File: src/rtl/usb_tx_pkg.sv
// Shared types and constants for the USB transmit bit encoder.
package usb_tx_pkg;

  typedef enum logic [2:0] {
    ST_IDLE     = 3'd0,
    ST_SYNC     = 3'd1,
    ST_DATA     = 3'd2,
    ST_EOP_SE0A = 3'd3,
    ST_EOP_SE0B = 3'd4,
    ST_EOP_J    = 3'd5
  } tx_state_e;

  localparam logic [7:0] SYNC_BYTE   = 8'h80;
  localparam logic [2:0] STUFF_LIMIT = 3'd6;

  // Line levels packed as {dp, dm}
  localparam logic [1:0] LINE_J   = 2'b10;
  localparam logic [1:0] LINE_K   = 2'b01;
  localparam logic [1:0] LINE_SE0 = 2'b00;

  // Bit period lengths in clocks: two short periods then one long one
  localparam logic [3:0] PERIOD_SHORT = 4'd8;
  localparam logic [3:0] PERIOD_LONG  = 4'd9;

  // NRZI: a raw 0 flips between J and K, a raw 1 holds the line
  function automatic logic [1:0] nrzi_next(input logic [1:0] line, input logic raw);
    if (raw) return line;
    return (line == LINE_J) ? LINE_K : LINE_J;
  endfunction

endpackage

File: src/rtl/bit_pd_timer_tx.sv
// Bit period timer: strobes on the last clock of each 8, 8, 9 clock period.
module bit_pd_timer_tx
  import usb_tx_pkg::*;
(
  input  logic clk,
  input  logic n_rst,
  input  logic i_enable,
  input  logic i_restart,
  output logic o_strobe
);

  logic [3:0] r_cnt;
  logic [1:0] r_phase;
  logic [3:0] w_last_cnt;

  assign w_last_cnt = (r_phase == 2'd2) ? (PERIOD_LONG - 4'd1) : (PERIOD_SHORT - 4'd1);
  assign o_strobe   = i_enable && (r_cnt == w_last_cnt);

  // Count clocks within the period and step the 8/8/9 phase on each strobe
  always_ff @(posedge clk or negedge n_rst) begin
    if (!n_rst) begin
      r_cnt   <= 4'd0;
      r_phase <= 2'd0;
    end else if (i_restart || !i_enable) begin
      r_cnt   <= 4'd0;
      r_phase <= 2'd0;
    end else if (o_strobe) begin
      r_cnt   <= 4'd0;
      r_phase <= (r_phase == 2'd2) ? 2'd0 : r_phase + 2'd1;
    end else begin
      r_cnt   <= r_cnt + 4'd1;
    end
  end

endmodule

File: src/rtl/usb_tx_bit_encoder.sv
// USB low-level transmitter: SYNC, NRZI payload with bit stuffing, EOP.
// Byte handshake: tx_valid/tx_data/tx_last are sampled only on the strobe
// that ends SYNC or a byte (after any owed stuff bit); tx_ready pulses on
// that same cycle when tx_valid is high, otherwise tx_error pulses.
module usb_tx_bit_encoder
  import usb_tx_pkg::*;
(
  input  logic       clk,
  input  logic       n_rst,
  input  logic       tx_start,
  input  logic [7:0] tx_data,
  input  logic       tx_valid,
  input  logic       tx_last,
  output logic       tx_ready,
  output logic       dp_out,
  output logic       dm_out,
  output logic       tx_active,
  output logic       tx_done,
  output logic       tx_error
);

  tx_state_e  r_state, w_state_nxt;
  logic [7:0] r_shift, w_shift_nxt;      // bit on the line is r_shift[0]
  logic [2:0] r_bit_idx, w_bit_idx_nxt;  // payload bit index within SYNC/byte
  logic [2:0] r_ones, w_ones_nxt;        // consecutive raw 1s sent
  logic       r_stuff, w_stuff_nxt;      // current bit is an inserted stuff 0
  logic       r_pend_load, w_pend_load_nxt; // stuff bit closes a byte
  logic       r_last, w_last_nxt;
  logic [1:0] r_line, w_line_nxt;

  logic       w_strobe;
  logic       w_cur_bit;
  logic [2:0] w_ones_upd;
  logic [7:0] w_shift_adv;
  logic [2:0] w_idx_adv;
  logic       w_byte_end;

  bit_pd_timer_tx u_timer (
    .clk       (clk),
    .n_rst     (n_rst),
    .i_enable  (r_state != ST_IDLE),
    .i_restart ((r_state == ST_IDLE) && tx_start),
    .o_strobe  (w_strobe)
  );

  // A stuff bit holds the shift register and bit index for one period
  assign w_cur_bit   = r_stuff ? 1'b0 : r_shift[0];
  assign w_ones_upd  = w_cur_bit ? (r_ones + 3'd1) : 3'd0;
  assign w_shift_adv = r_stuff ? r_shift : {1'b0, r_shift[7:1]};
  assign w_idx_adv   = r_stuff ? r_bit_idx : (r_bit_idx + 3'd1);
  assign w_byte_end  = r_stuff ? r_pend_load : (r_bit_idx == 3'd7);

  assign dp_out    = r_line[1];
  assign dm_out    = r_line[0];
  assign tx_active = (r_state != ST_IDLE);

  // State and datapath registers
  always_ff @(posedge clk or negedge n_rst) begin
    if (!n_rst) begin
      r_state     <= ST_IDLE;
      r_shift     <= 8'd0;
      r_bit_idx   <= 3'd0;
      r_ones      <= 3'd0;
      r_stuff     <= 1'b0;
      r_pend_load <= 1'b0;
      r_last      <= 1'b0;
      r_line      <= LINE_J;
    end else begin
      r_state     <= w_state_nxt;
      r_shift     <= w_shift_nxt;
      r_bit_idx   <= w_bit_idx_nxt;
      r_ones      <= w_ones_nxt;
      r_stuff     <= w_stuff_nxt;
      r_pend_load <= w_pend_load_nxt;
      r_last      <= w_last_nxt;
      r_line      <= w_line_nxt;
    end
  end

  // Next-state, next line level and handshake pulses
  always_comb begin
    w_state_nxt     = r_state;
    w_shift_nxt     = r_shift;
    w_bit_idx_nxt   = r_bit_idx;
    w_ones_nxt      = r_ones;
    w_stuff_nxt     = r_stuff;
    w_pend_load_nxt = r_pend_load;
    w_last_nxt      = r_last;
    w_line_nxt      = r_line;
    tx_ready        = 1'b0;
    tx_error        = 1'b0;
    tx_done         = 1'b0;
    case (r_state)
      ST_IDLE: begin
        w_line_nxt = LINE_J;
        if (tx_start) begin
          w_state_nxt     = ST_SYNC;
          w_shift_nxt     = SYNC_BYTE;
          w_bit_idx_nxt   = 3'd0;
          w_ones_nxt      = 3'd0;
          w_stuff_nxt     = 1'b0;
          w_pend_load_nxt = 1'b0;
          w_last_nxt      = 1'b0;
          w_line_nxt      = nrzi_next(LINE_J, SYNC_BYTE[0]);
        end
      end
      ST_SYNC, ST_DATA: begin
        if (w_strobe) begin
          w_ones_nxt      = w_ones_upd;
          w_shift_nxt     = w_shift_adv;
          w_bit_idx_nxt   = w_idx_adv;
          w_stuff_nxt     = 1'b0;
          w_pend_load_nxt = 1'b0;
          if (w_ones_upd == STUFF_LIMIT) begin
            w_stuff_nxt     = 1'b1;
            w_pend_load_nxt = (r_bit_idx == 3'd7);
            w_line_nxt      = nrzi_next(r_line, 1'b0);
          end else if (w_byte_end) begin
            if (r_last) begin
              w_state_nxt = ST_EOP_SE0A;
              w_line_nxt  = LINE_SE0;
            end else if (tx_valid) begin
              tx_ready      = 1'b1;
              w_state_nxt   = ST_DATA;
              w_shift_nxt   = tx_data;
              w_bit_idx_nxt = 3'd0;
              w_last_nxt    = tx_last;
              w_line_nxt    = nrzi_next(r_line, tx_data[0]);
            end else begin
              tx_error    = 1'b1;
              w_state_nxt = ST_EOP_SE0A;
              w_line_nxt  = LINE_SE0;
            end
          end else begin
            w_line_nxt = nrzi_next(r_line, w_shift_adv[0]);
          end
        end
      end
      ST_EOP_SE0A: begin
        if (w_strobe) w_state_nxt = ST_EOP_SE0B;
      end
      ST_EOP_SE0B: begin
        if (w_strobe) begin
          w_state_nxt = ST_EOP_J;
          w_line_nxt  = LINE_J;
        end
      end
      ST_EOP_J: begin
        if (w_strobe) begin
          tx_done     = 1'b1;
          w_state_nxt = ST_IDLE;
          w_line_nxt  = LINE_J;
        end
      end
      default: begin
        w_state_nxt = ST_IDLE;
        w_line_nxt  = LINE_J;
      end
    endcase
  end

endmodule

File: config.mk
export PLATFORM = sky130hd
export DESIGN_NAME = usb_tx_bit_encoder
export DESIGN_NICKNAME = d
export VERILOG_FILES = /design/src/rtl/usb_tx_pkg.sv /design/src/rtl/bit_pd_timer_tx.sv /design/src/rtl/usb_tx_bit_encoder.sv
export SDC_FILE = /design/constraint.sdc
export NUM_CORES = 1
export LEC_CHECK = 0
export ABC_AREA = 1
export CAP_MARGIN = 20
export CORE_MARGIN = 10
export CORE_UTILIZATION = 56
export DETAILED_ROUTE_END_ITERATION = 8
export PLACE_DENSITY = 0.79
export SLEW_MARGIN = 10
export SYNTH_ARGS = -nofsm -noshare
export SYNTH_HDL_FRONTEND = slang
export SYNTH_SLANG_ARGS = --single-unit
File: constraint.sdc
create_clock -name clk -period 2.2 [get_ports clk]
set_input_delay 0.33 -clock clk [delete_from_list [all_inputs] [get_ports clk]]
set_output_delay 0.33 -clock clk [all_outputs]
set_load 0.01 [all_outputs]
==> flow_metrics.py <==
metrics = {
    "detailed_routing": {
        "detail-route-antenna-nets": 0,
        "post-route-drc-count": 0,
        "drt_first_pass_iters": 4,
        "wl_per_cell_um": 11.7,
        "wl_um": 3920,
        "detail_route.vias_per_cell": 5.16,
        "vias": 1729,
        "drt_iter0_markers": 130,
    },
    "floorplan": {
        "core_um2": 3080,
        "start_util_pct": 58.7,
        "die_x_um": 76.8,
        "rows": 20,
        "die_h_um": 76.8,
        "dieArea_um2": 5900,
        "ios": 19,
    },
    "worst_setup_path": {
        "cp_num_buf_inv": 3,
        "endpoint_kind": "output port",
        "criticalPathCategory": "reg -> out",
        "cp.required_ns": 1.87,
        "cp.arrival_ns": 1.74,
        "slowest_stage": "dfrtp_1",
        "crit_family": "flip-flops",
        "crit_path_start_kind": "register",
        "r2r_slack_ns": 0.43,
        "cp_max_fo": 8,
        "path_cells": "ha_1 -> nand2_1 -> inv_1 -> nand3_2 -> buf_4 -> nand2_2 -> nor2_1 -> clkbuf_2",
        "cpPeakStageDelay_ns": 0.42,
    },
    "power_and_ir_drop": {
        "power_leakage_uw": 0.00113,
        "power_density_nw_per_um2": 1040,
        "ir_drop_uv": 729,
    },
    "yosys": {
        "synthCells": 256,
        "ys_seq_area_share_pct": 38.8,
        "synth_enable_flop_cells": 0,
        "avgSynthCellArea_um2": 7.06,
        "synth-seq-cells": 28,
        "netlist.area_leader.share_pct": 37.4,
        "synth_xor_area_share_pct": 1.45,
        "syn_nets": 273,
        "synthSimpleGateAreaFrac_pct": 35.2,
        "synthArstFlopShare_pct": 100,
        "netlist_area_um2": 1810,
        "synth-compound-area-share_pct": 11.1,
        "synth_cell_types": 29,
        "synth_ff_type": "dfrtp_1",
        "ys_warn_count": 0,
        "synth-adder-area-share_pct": 2.77,
        "synth_top_family_by_area": "simple AND/OR/NAND/NOR gates",
        "synth_largest_area_cell": "dfrtp_1",
        "synthMuxAreaShare_pct": 0,
        "synth_area_leaders": "dfrtp_1 (37%), nand2_1 (19%), inv_1 (6.2%)",
    },
    "final_layout": {
        "nFillCells": 270,
        "area_growth_pct": 21.1,
        "final_layout_size_suffix_gt1_share_pct": 18.2,
        "final_cell_mix": "nand2_1 (91), inv_1 (30), dfrtp_1 (26)",
        "layoutNonFillerInstCount": 335,
        "layout_commonest_cell": "nand2_1",
        "final_nets": 309,
        "diodes": 0,
    },
    "place": {
        "finalWeightedCongestion": 0.874,
        "hpwlAfterDp_um": 2980,
        "dp_cells": 327,
        "numPortBuffers": 18,
    },
    "clocking": {
        "cts.sinks": 28,
        "cts_buffers": 3,
        "clk_pin_slew_worst_paths_ns": 0.16,
        "cts_tree": "built",
        "clock_latency_ns": 0.33,
        "root_buffer": "clkbuf_4",
        "h-tree-depth": 1,
        "cts_buffer_depth": 2,
    },
    "timing": {
        "fmax_mhz": 484,
        "setup_viol": 0,
        "timing.final.hold_violations": 0,
        "finalCritPeriodShare_pct": 94.0,
        "drv_slew": 0,
        "slew_headroom_pct": 75.2,
        "hold_slack_ns": 0.368,
        "fin_worst_skew_ns": 0.00450,
        "tightest_slew_ns": 0.371,
        "period_needed_ns": 2.07,
    },
    "global_routing": {
        "grt_max_degree": 29,
        "track_usage_pct": 13.3,
        "antenna_found_initial": 0,
        "grt_pass1_vias": 1604,
        "gr-total-overflow": 0,
        "grt_pass1_wl_um": 6860,
    },
    "hold_path": {
        "min_path_type": "in -> async",
    },
    "job": {
        "cap_violations": 0,
    },
    "outcome": {
        "outcome": "finished clean",
    },
}
[power by group]
| group | leakage (uW) | total (uW) | switching (uW) | internal, uW |
|---|---|---|---|---|
| clock network | 0.0000279 | 343 | 159 | 184 |
| logic | 0.000733 | 1160 | 697 | 458 |
| registers | 0.000373 | 772 | 117 | 655 |
| total | 0.00113 | 2270 | 973 | 1300 |
[flip-flops by register name (all words and copies together), names as in the netlist]
| register | count |
|---|---|
| r_last | 1 |
| r_line | 2 |
| r_bit_idx | 3 |
| u_timer.r_cnt | 4 |
| r_ones | 3 |
| r_stuff | 1 |
| r_shift | 8 |
| u_timer.r_phase | 2 |
| r_state | 3 |
| r_pend_load | 1 |
[final timing paths]
path | from | end | depth (start not counted)
hold reg to reg | r_line[1] | r_line[1] | 2
max in group asynchronous | n_rst | r_line[1] | 2
hold / removal | n_rst | r_shift[0] | 2
setup reg to reg | r_ones[0] | r_shift[7] | 11
setup / recovery | r_ones[0] | tx_ready | 8
min in group clk | r_line[1] | r_line[1] | 2
[synthesized netlist by cell type, types with 3 or more instances]
library cell / n
inv_2: 5
nand2_2: 7
nand3_1: 11
nand2_1: 92
inv_1: 30
buf_6: 4
dfrtp_1: 27
nand3_2: 3
o22ai_1: 6
nand4_1: 8
nor3_1: 3
ha_1: 4
nor2_1: 13
o21ai_1: 6
o21ai_0: 18
[what timing repair did]
action / 4_1_cts / 5_1_grt
buffers inserted: 1 / 3
pin swaps: 0 / 3
hold buffers: 0 / 0
endpoints found under the hold margin: 0 / 0
setup endpoints to repair: 3 / 2
gates cloned: 0 / 0
gates resized for setup: 9 / 5
[area by class of cell]
class	count	area [um2]	area share [%]
Clock buffer	3	22.5	1.03
Tap cell	44	55.1	2.51
Clock inverter	1	30.0	1.37
Sequential cell	28	703	32.1
Multi-Input combinational cell	186	931	42.5
Timing Repair Buffer	36	304	13.9
Inverter	37	144	6.57
[routing by layer]
metal	track usage (%)	vias to the layer above	part of all wire, %
met5	0	-	0
met4	2.79	0	0.36
met3	1.75	2	3.7
met2	24.0	32	50
met1	16.4	797	46
li1	-	898	-
[cell families after synthesis]
kind of cell | Yosys count
AND/OR/NAND/NOR | 143
adder cells (fa/ha/maj) | 4
buffers and inverters | 42
flip-flops | 28
AO/OA/AOI/OAI | 36
XOR/XNOR | 3
[per-stage QoR]
stage / instance area (um2) / util [%] / setup TNS, ns / setup WS [ns] / power, uW
final: 2190 / 71.1 / 0 / 0.133 / 2270
after global routing: 2190 / 71.1 / -0.00357 / -0.00357 / 2510
after CTS: 2160 / 70.1 / 0 / 0.00143 / 2230
after detailed placement: 2100 / 68.2 / -0.135 / -0.135 / 1870
after global placement: 2100 / 68.2 / -0.130 / -0.130 / 1840
after floorplan: 1810 / - / 0 / 0.499 / 1550
No activity file was read; power rests on OpenSTA's default activity.
